## src/rtl/ecc_sed_pkg.sv

```systemverilog
// Shared SED codeword definitions: 12 data bits plus one even-parity bit at the MSB.
// The encoder and decoder both use parity() so the two ends agree on the rule.
package ecc_sed_pkg;

  localparam int DATA_W  = 12;
  localparam int CW_W    = DATA_W + 1;
  localparam int PAR_IDX = DATA_W;

  // Callers zero-extend into 64 bits; the extra zeros leave the XOR unchanged.
  function automatic logic parity(input logic [63:0] v);
    return ^v;
  endfunction

endpackage

```

## src/rtl/ecc_sed_err_stat.sv

```systemverilog
// Sticky error flag plus saturating error counter for ECC checker status.
// When an error and a clear arrive together, the new error wins and is counted.
module ecc_sed_err_stat #(
  parameter int CNT_W = 8
) (
  input  logic             clk,
  input  logic             rst,
  input  logic             err_evt,
  input  logic             clr_err,
  output logic             err_sticky,
  output logic [CNT_W-1:0] err_count
);

  always_ff @(posedge clk) begin
    if (rst) begin
      err_sticky <= 1'b0;
      err_count  <= '0;
    end else if (err_evt) begin
      err_sticky <= 1'b1;
      if (clr_err)
        err_count <= CNT_W'(1);
      else if (!(&err_count))
        err_count <= err_count + 1'b1;
    end else if (clr_err) begin
      err_sticky <= 1'b0;
      err_count  <= '0;
    end
  end

endmodule

```

## src/rtl/ecc_sed_decoder.sv

```systemverilog
// Receive-side SED checker: registers each valid codeword, strips the parity bit
// and flags a parity mismatch, with sticky/counted error status.
module ecc_sed_decoder #(
  parameter int DATA_W = 12,
  parameter int CNT_W  = 8
) (
  input  logic              clk,
  input  logic              rst,
  input  logic              enc_valid,
  input  logic [DATA_W:0]   enc_codeword,
  input  logic              clr_err,
  output logic              data_valid,
  output logic [DATA_W-1:0] data,
  output logic              err,
  output logic              err_sticky,
  output logic [CNT_W-1:0]  err_count
);

  import ecc_sed_pkg::*;

  logic syndrome;
  logic err_evt;

  assign syndrome = parity(64'(enc_codeword));
  // Bad parity on an invalid cycle is not an event.
  assign err_evt  = enc_valid & syndrome;

  // Data is forwarded even on error; the consumer decides whether to drop it.
  always_ff @(posedge clk) begin
    if (rst) begin
      data_valid <= 1'b0;
      data       <= '0;
      err        <= 1'b0;
    end else begin
      data_valid <= enc_valid;
      err        <= err_evt;
      if (enc_valid)
        data <= enc_codeword[DATA_W-1:0];
    end
  end

  ecc_sed_err_stat #(
    .CNT_W (CNT_W)
  ) u_err_stat (
    .clk        (clk),
    .rst        (rst),
    .err_evt    (err_evt),
    .clr_err    (clr_err),
    .err_sticky (err_sticky),
    .err_count  (err_count)
  );

endmodule

```

## config.mk

```make
export PLATFORM = sky130hd
export DESIGN_NAME = ecc_sed_decoder
export DESIGN_NICKNAME = d
export VERILOG_FILES = /design/src/rtl/ecc_sed_pkg.sv /design/src/rtl/ecc_sed_err_stat.sv /design/src/rtl/ecc_sed_decoder.sv
export SDC_FILE = /design/constraint.sdc
export NUM_CORES = 1
export LEC_CHECK = 0
export BUFFER_PORTS_ARGS = -buffer_cell sky130_fd_sc_hd__buf_2
export CORE_ASPECT_RATIO = 0.9
export CORE_UTILIZATION = 50
export CTS_BUF_LIST = sky130_fd_sc_hd__clkbuf_8
export DETAILED_ROUTE_END_ITERATION = 16
export PLACE_DENSITY = 0.85
export SETUP_SLACK_MARGIN = 0.3
export SLEW_MARGIN = 40
export SYNTH_ARGS = -nofsm -noshare
export SYNTH_HDL_FRONTEND = slang
export SYNTH_SLANG_ARGS = --single-unit
```

## constraint.sdc

```tcl
create_clock -name clk -period 2.3 [get_ports clk]
set_input_delay 0.345 -clock clk [delete_from_list [all_inputs] [get_ports clk]]
set_output_delay 0.345 -clock clk [all_outputs]
set_load 0.01 [all_outputs]
```

==> results of run 1 <==
==> through the flow <==
| step | instances | total power, W |
|---|---|---|
| finish | 180 | 0.000923 |
| detailed placement | 176 | 0.000672 |
| CTS | 180 | 0.000922 |
| global route | 180 | 0.000961 |
| floorplan | 117 | 0.000602 |
| global placement | 176 | 0.000666 |
==> kinds of logic after synthesis <==
| logic type | Yosys count | synth area share, % |
|---|---|---|
| adders and majority gates | 1 | 1.13 |
| buffers and inverters | 8 | 2.72 |
| xor gates and xnor gates | 10 | 11.7 |
| and+or+nand+nor | 47 | 21.8 |
| muxes | 15 | 13.7 |
| AOI/OAI and AO/OA | 13 | 7.26 |
| DFF | 23 | 41.7 |
==> layout make-up <==
| type | instances | area [um2] | share of cell area [%] |
|---|---|---|---|
| multi-input cells | 86 | 613 | 45.0 |
| flip-flops and latches | 23 | 460 | 33.8 |
| well taps | 25 | 31.3 | 2.30 |
| clock inverters | 1 | 5.00 | 0.368 |
| inverters | 2 | 7.51 | 0.551 |
| clock buffers | 3 | 41.3 | 3.03 |
| repair buffers | 40 | 203 | 14.9 |
==> worst reg2reg max path: stages, from the launching register on <==
cell and delay (ns):
dfxtp_1 0.38, ha_1 0.30, and3_1 0.20, or4_4 0.52
mux2i_1 0.13
==> state kept, by name (all words and copies together) (netlist names) <==
register,flops
data,12
u_err_stat.err_count,8
data_valid,1
err,1
u_err_stat.err_sticky,1
==> metal layers <==
metal / track usage [%] / up-vias
met5: 0 / -
li1: - / 490
met2: 39.0 / 32
met1: 25.6 / 441
met3: 6.93 / 4
met4: 6.49 / 0
==> Yosys cell counts <==
library cell | number | area share, %
a21oi_1 | 5 | 2.3
a311oi_1 | 1 | 0.79
a31oi_1 | 2 | 1.1
and3_1 | 4 | 2.3
and4b_1 | 1 | 0.91
clkbuf_1 | 6 | 2.0
dfxtp_1 | 23 | 42
ha_1 | 1 | 1.1
inv_1 | 2 | 0.68
mux2_2 | 1 | 1.0
mux2i_1 | 14 | 13
nand2_1 | 6 | 2.0
nand3_1 | 6 | 2.7
nand4_1 | 1 | 0.57
nor2_1 | 18 | 6.1
nor2b_1 | 1 | 0.57
nor3_1 | 1 | 0.45
nor3b_1 | 2 | 1.4
nor4b_1 | 1 | 0.79
o211ai_1 | 1 | 0.68
o21ai_0 | 2 | 0.91
o311ai_0 | 1 | 0.79
o31ai_1 | 1 | 0.68
or2_2 | 1 | 0.57
or3_1 | 3 | 1.7
or4_1 | 1 | 0.68
or4_4 | 1 | 1.0
xnor2_1 | 5 | 4.0
xnor3_1 | 3 | 6.1
xor2_1 | 2 | 1.6
==> power by group through the flow <==
stage / combinational (W) / clock [W] / sequential, W
detailed placement: 0.000223 / 0 / 0.000449
global route: 0.000248 / 0.000270 / 0.000444
finish: 0.000224 / 0.000258 / 0.000441
CTS: 0.000225 / 0.000256 / 0.000441
global placement: 0.000218 / 0 / 0.000448
floorplan: 0.000141 / 0 / 0.000461
==> worst max-delay path by stage <==
stage                              endpoint  slack, ns       startpoint
global route        u_err_stat.err_count[6]       0.37  enc_codeword[3]
global placement    u_err_stat.err_count[3]       0.26  enc_codeword[3]
CTS                 u_err_stat.err_count[2]       0.48  enc_codeword[8]
floorplan           u_err_stat.err_count[3]       0.43  enc_codeword[8]
finish              u_err_stat.err_count[2]       0.51  enc_codeword[8]
detailed placement  u_err_stat.err_count[2]       0.20  enc_codeword[8]
==> placed cells by master (no fill, tap or decap), types with 3 or more instances in the layout <==
cell type	n
a21oi_1	5
and3_1	4
buf_2	39
clkbuf_8	3
dfxtp_1	23
mux2i_1	14
nand2_1	6
nand3_1	6
nor2_1	18
or3_1	3
xnor2_1	5
xnor3_1	3
==> metrics.md, run 1 <==
| Metric | Value |
|---|---|
| CP Capture Type | `flip-flop` |
| Fmax | `0.560 GHz` |
| Setup WS post-layout | `0.515 ns` |
| Num Clock Sinks | `23` |
| Utilization after layout | `68.4%` |
| Via density | `between 5 and 6` |
| Clock root cell | `clkbuf_8` |
| Post-route ant nets | `0` |
| Crit path required time | `2.47 ns` |
| Final hold violations | `0` |
| Reg-to-reg endpoint | `u_err_stat.err_count[3]` |
| First-pass GRT wire length | `3.77 mm` |
| Setup TNS | `0 ns` |
| Final setup viols | `0` |
| Router iterations before antenna repair | `4` |
| Unrepaired setup endpoints after global routing | `false` |
| Leakage | `between 0.6 and 0.7 nW` |
| Max Transition Viols Final | `0` |
| Routed met3 length | `133 um` |
| Setup WS pre-CTS | `about 0.2 ns` |
| # Max-Cap Violations | `0` |
| Top delay family on crit path | `XOR/XNOR gates` |
| Routability Congestion | `0.901` |
| Synthesized Nets | `135` |
| Most frequent CP cell | `xnor3_1` |
| Int Power | `0.000644 W` |
| Clk_lat worst skew | `around 0.28 ns` |
| Synthesized instance count | `117` |
| # IOs | `40` |
| Post-CTS Setup Inserts | `0` |
| Clock power frac | `27.9%` |
| Setup CP Type | `input pin to flip-flop` |
| CP max stage delay | `0.41 ns` |
| Worst Path Max Fanout | `7` |
| Synth cell types | `30` |
| Max VDD drop | `0.000610 V` |
| Congestion Overflow GR | `0` |
| Min cycle time layout | `between 1.5 and 2 ns` |
| Tcrit/Tclk final | `77.6%` |
| HPWL after detailed placement | `1.74 mm` |
| IO buf count | `39` |
| Core Rows | `15` |
| Crit path max-delay cell type | `xor2_1` |
| Register area share after synthesis | `41.7%` |
| Final instance area | `1360 um2` |
| P&R area growth vs syn | `23.4%` |
| GRT Util Overall | `22.0%` |
| Cell Pwr Density | `678 nW/um2` |
| Yosys reg bits | `23` |
| Met2 WL | `1.15 mm` |
| Initial Util | `55.5%` |
| Detailed Route WL | `between 2 and 2.5 mm` |
| Startpoint Class | `input pin` |
| Reg2reg path depth | `4` |
| Final nets | `174` |
| Fillcell total | `174` |
| Die Width | `just over 50 um` |
| Die ar. | `~2400 um2` |
| Switching power | `0.000279 W` |
| Combinational share of power | `24.2%` |
| Die height | `between 40 and 50 um` |
| Sequential share of power | `a little under half` |
| Wl on met1 | `around 1.0 mm` |
| Hold path cells | `3` |
| R2R Setup Slk | `0.67 ns` |
| Cts repair resizes | `0` |
| CORE AREA | `1990 um2` |
| Switching Fraction | `30.2%` |
| WHS | `0.322 ns` |
| CP Data Arrival Time | `1.96 ns` |
| 1st-iter DRT viols | `18` |
| Largest net degree at the start of global routing | `28` |
| Mapped Area | `1100 um2` |
| CTS clk-pin slew, worst paths | `0.08 ns` |
| Worst path cell trace | `buf_2 > xnor3_1 > xnor3_1 > xor2_1 > nor2_1 > o311ai_0` |
| Worst-margin pin slew | `between 0.4 and 0.5 ns` |
| # diodes | `0` |
| HP Class | `input pin to flip-flop` |
| Number of CTS-inserted buffers | `3` |
| Highest metal used | `met4` |
| Skew final | `0.00225 ns` |
| Share of cells above drive strength 1 | `30.3%` |
| H-tree levels | `1` |
| Post-route DRC | `0` |
| Syn_area_per_cell | `roughly 9.4 um2` |
| Critical path depth | `6` |
| Vias in the first global route | `883` |
| Initial antenna violation count | `0` |
| Status | `finished clean` |
| Worst rel slew slack | `68.8%` |
| WHS Endpoint | `data[8]` |
| Hold Startpoint | `enc_codeword[8]` |
| Buf/Inv on CP | `1` |
| Post-CTS Hold Fix Bufs | `0` |
| Max Buffers Root-to-Sink | `2` |
| Avg WL per Cell | `around 13 um` |
| Placement Cell Area | `roughly 1300 um2` |
| RR Startpoint | `u_err_stat.err_count[0]` |
| CTS tree | `built` |
| Yosys Warn Count | `0` |
| Total number of vias | `967` |
No activity file was read; power rests on OpenSTA's default activity.
==> run 2, diff against run 1 <==
--- a/config.mk
+++ b/config.mk
@@ -5,12 +5,13 @@
 export SDC_FILE = /design/constraint.sdc
 export NUM_CORES = 1
 export LEC_CHECK = 0
+export ABC_AREA = 1
 export BUFFER_PORTS_ARGS = -buffer_cell sky130_fd_sc_hd__buf_2
 export CORE_ASPECT_RATIO = 0.9
-export CORE_UTILIZATION = 50
+export CORE_UTILIZATION = 46
 export CTS_BUF_LIST = sky130_fd_sc_hd__clkbuf_8
 export DETAILED_ROUTE_END_ITERATION = 16
-export PLACE_DENSITY = 0.85
+export PLACE_DENSITY = 0.81
 export SETUP_SLACK_MARGIN = 0.3
 export SLEW_MARGIN = 40
 export SYNTH_ARGS = -nofsm -noshare
==> constraint.sdc (replaced) <==
create_clock -name clk -period 1.55 [get_ports clk]
set_input_delay 0.2325 -clock clk [delete_from_list [all_inputs] [get_ports clk]]
set_output_delay 0.2325 -clock clk [all_outputs]
set_load 0.01 [all_outputs]
==> run 2 against run 1 <==
Routed wire length rose by 27%. First-iteration DRC count rose to 4.2 times the previous value. Cell count rose by 48%. Die area rose by 18%. Largest power group unchanged. Highest routed layer unchanged.
==> metrics.md, run 2 <==
| Metric | Value |
|---|---|
| Fmax | `0.654 GHz` |
| Layout Cells excl Fill | `266 (+48%)` |
| Biggest regs | `data: 12 flops, u_err_stat.err_count: 8 flops` |
| P&R area growth vs syn | `38.2%` |
| Status | `finished clean` |
| Post-CTS Hold Fix Bufs | `0 (unchanged)` |
| Syn_area_per_cell | `6.53 um2 (-31%)` |
| Startpoint Class | `flip-flop` |
| H-tree levels | `1 (unchanged)` |
| Clock root cell | `clkbuf_8` |
| HPWL after detailed placement | `2.07 mm (+19%)` |
| Crit path required time | `1.75 ns (-0.72 ns)` |
| Leading cell type in the layout, fill and taps excluded | `nand2_1` |
| Worst-margin pin slew | `0.319 ns (-0.148 ns)` |
| Worst Path Max Fanout | `8 (+1)` |
| Share of cells above drive strength 1 | `30.3% (-0.070 points)` |
| Skew final | `0.000901 ns (-0.00135 ns)` |
| Initial Util | `48.7% (-6.8 points)` |
| Yosys Warn Count | `0 (unchanged)` |
| Wl on met1 | `1.45 mm (+44%)` |
| Max Transition Viols Final | `0 (unchanged)` |
| Post-route ant nets | `0 (unchanged)` |
| Congestion Overflow GR | `0 (unchanged)` |
| Most area-consuming cells after synthesis | `dfxtp_1 38%, nand2_1 19%, a21oi_1 7.5%` |
| Die height | `50.5 um (+8.4%)` |
| Total number of vias | `1320 (+37%)` |
| Vias in the first global route | `1139 (+29%)` |
| Tot Pwr | `0.00128 W (+38%)` |
| Yosys reg bits | `23 (unchanged)` |
| Num Clock Sinks | `23 (unchanged)` |
| Mapped Area | `1200 um2 (+8.8%)` |
| Initial antenna violation count | `0 (unchanged)` |
| Placed cell count | `255 (+45%)` |
| Synth cell types | `18 (-40%)` |
| Biggest register | `data` |
| HP Class | `input pin to flip-flop` |
| Final nets | `257 (+48%)` |
| Core Rows | `17 (+2)` |
| Max VDD drop | `0.000569 V (-6.7%)` |
| Avg WL per Cell | `11.0 um (-14%)` |
| Cell Pwr Density | `768 nW/um2 (+13%)` |
| Register area share after synthesis | `38.3% (-3.4 points)` |
| Tcrit/Tclk final | `98.7%` |
| CTS clk-pin slew, worst paths | `0.08 ns (about the same)` |
| Main synth FF type | `dfxtp_1` |
| CORE AREA | `2470 um2 (+24%)` |
| CP Capture Type | `flip-flop` |
| # diodes | `0 (unchanged)` |
| Synthesized instance count | `184 (+57%)` |
| Die ar. | `2820 um2 (+18%)` |
| Area leader, netlist | `dfxtp_1` |
| # IOs | `40 (unchanged)` |
| Largest net degree at the start of global routing | `17 (-39%)` |
| Final setup viols | `0 (unchanged)` |
| Via density | `4.96 (-7.6%)` |
| CP Data Arrival Time | `1.73 ns (-0.23 ns)` |
| GRT Util Overall | `22.1% (+0.10 points)` |
| Leakage | `0.900 nW (+33%)` |
| Share of the synthesized area in the top cell type | `38.3% (-3.4 points)` |
| Router iterations before antenna repair | `4 (unchanged)` |
| Worst rel slew slack | `78.7% (+9.9 points)` |
| Met2 WL | `1.31 mm (+14%)` |
| Post-route DRC | `0 (unchanged)` |
| Synthesized Nets | `202 (+50%)` |
| Die Width | `55.9 um (+8.4%)` |
| # Max-Cap Violations | `0 (unchanged)` |
| 1st-iter DRT viols | `76 (+58)` |
| Highest metal used | `met4` |
| Largest register FFs | `12 (unchanged)` |
| Routability Congestion | `0.847 (-6.0%)` |
| CTS tree | `built` |
| Number of CTS-inserted buffers | `3 (unchanged)` |
| Unrepaired setup endpoints after global routing | `true` |
| Final instance area | `1660 um2 (+22%)` |
| Most common library cells after synthesis | `60 x nand2_1, 23 x dfxtp_1, 20 x inv_1, 18 x a21oi_1, 16 x nand3_1` |
| Top-count cell post-synth | `nand2_1` |
| IO buf count | `39 (unchanged)` |
| Clk_lat worst skew | `0.26 ns (-0.02 ns)` |
| Min cycle time layout | `1.53 ns` |
| Reg2reg path depth | `7 (+3)` |
| Routed met3 length | `132 um (-0.75%)` |
| Placement Cell Area | `1510 um2 (+15%)` |
| Final hold violations | `0 (unchanged)` |
| Setup CP Type | `flip-flop to flip-flop` |
| Async SR Flop Fraction | `0% (unchanged)` |
| Hold path cells | `3 (unchanged)` |
| Post-synth EDFFs | `0 (unchanged)` |
| Commonest non-fill, non-tap cells in the layout | `60 x nand2_1, 39 x buf_2, 21 x inv_1, 20 x dfxtp_1, 16 x buf_4` |
| Max Buffers Root-to-Sink | `2 (unchanged)` |
| Detailed Route WL | `2.93 mm (+27%)` |
| First-pass GRT wire length | `4.81 mm (+27%)` |
run 2: changes by cell type in the layout (fill, tap and decap cells not counted), sizes merged, moves of 10 or more:
cell	change
nand2	+54
inv	+19
buf	+15
mux2i	-14
a21oi	+13
o21ai	+12
nand3	+10
run 2: metrics by stage:
step	setup slack [ns]	setup TNS, ns	utilization, %	hold slack [ns]
2_1_floorplan	0.0574	0	-	0.367
3_5_place_dp	-0.0373	-0.0928	61.3	0.463
4_1_cts	0.0901	0	66.1	0.231
5_1_grt	-0.0649	-0.376	67.3	0.243
3_3_place_gp	0.0337	0	61.3	0.445
6_report	0.0205	0	67.3	0.234
run 2: cell families (layout without fill, tap and decap cells):
kind of cell               after synthesis  after routing  synth area share (%)
DFF                                     23             23                  38.3
AOI/OAI and AO/OA                       32             32                  13.3
adders and majority gates                1              1                  1.04
buffers and inverters                   25             79                  7.92
and+or+nand+nor                         97             97                  35.0
xor gates and xnor gates                 6              6                  4.37
run 2: path summary, 6_finish.rpt:
kind	from	to	slack, ns
min	enc_codeword[10]	data[10]	0.23
max reg2reg	u_err_stat.err_count[1]	u_err_stat.err_count[6]	0.02
max	u_err_stat.err_count[1]	u_err_stat.err_count[6]	0.02
min reg2reg	u_err_stat.err_sticky	u_err_stat.err_sticky	0.48
run 2: layer usage:
metal	global-route usage [%]	vias up
li1	-	699
met3	3.09	4
met1	29.4	581
met2	36.3	36
met4	8.94	0
met5	0	-
run 2: power by group:
group          total, W  internal [W]  switching, W
logic          0.000281      0.000112      0.000168
registers      0.000637      0.000621     0.0000151
clock network  0.000358      0.000177      0.000181
total           0.00128      0.000910      0.000365
run 2: critical path, stage by stage, from the launching register on:
cell and delay, ns:
dfxtp_4 0.36, ha_4 0.14, nand3_4 0.08, nor3b_4 0.27, nand4_4 0.17, nand4_4 0.20
nand3_1 0.11, a21oi_2 0.14
run 2: repair_timing:
item / CTS / global route
cloned: 0 / 0
setup buffers: 6 / 1
pin swaps: 5 / 7
endpoints found under the setup margin: 8 / 8
resized for setup: 4 / 6
run 2: final cells by class:
type | instances | area, um2
Tap cell | 28 | 35.0
Inverter | 20 | 75.1
Sequential cell | 23 | 469
Clock inverter | 1 | 3.75
Clock buffer | 3 | 41.3
Fill cell | 207 | 807
Timing Repair Buffer | 55 | 315
Multi-Input combinational cell | 136 | 721
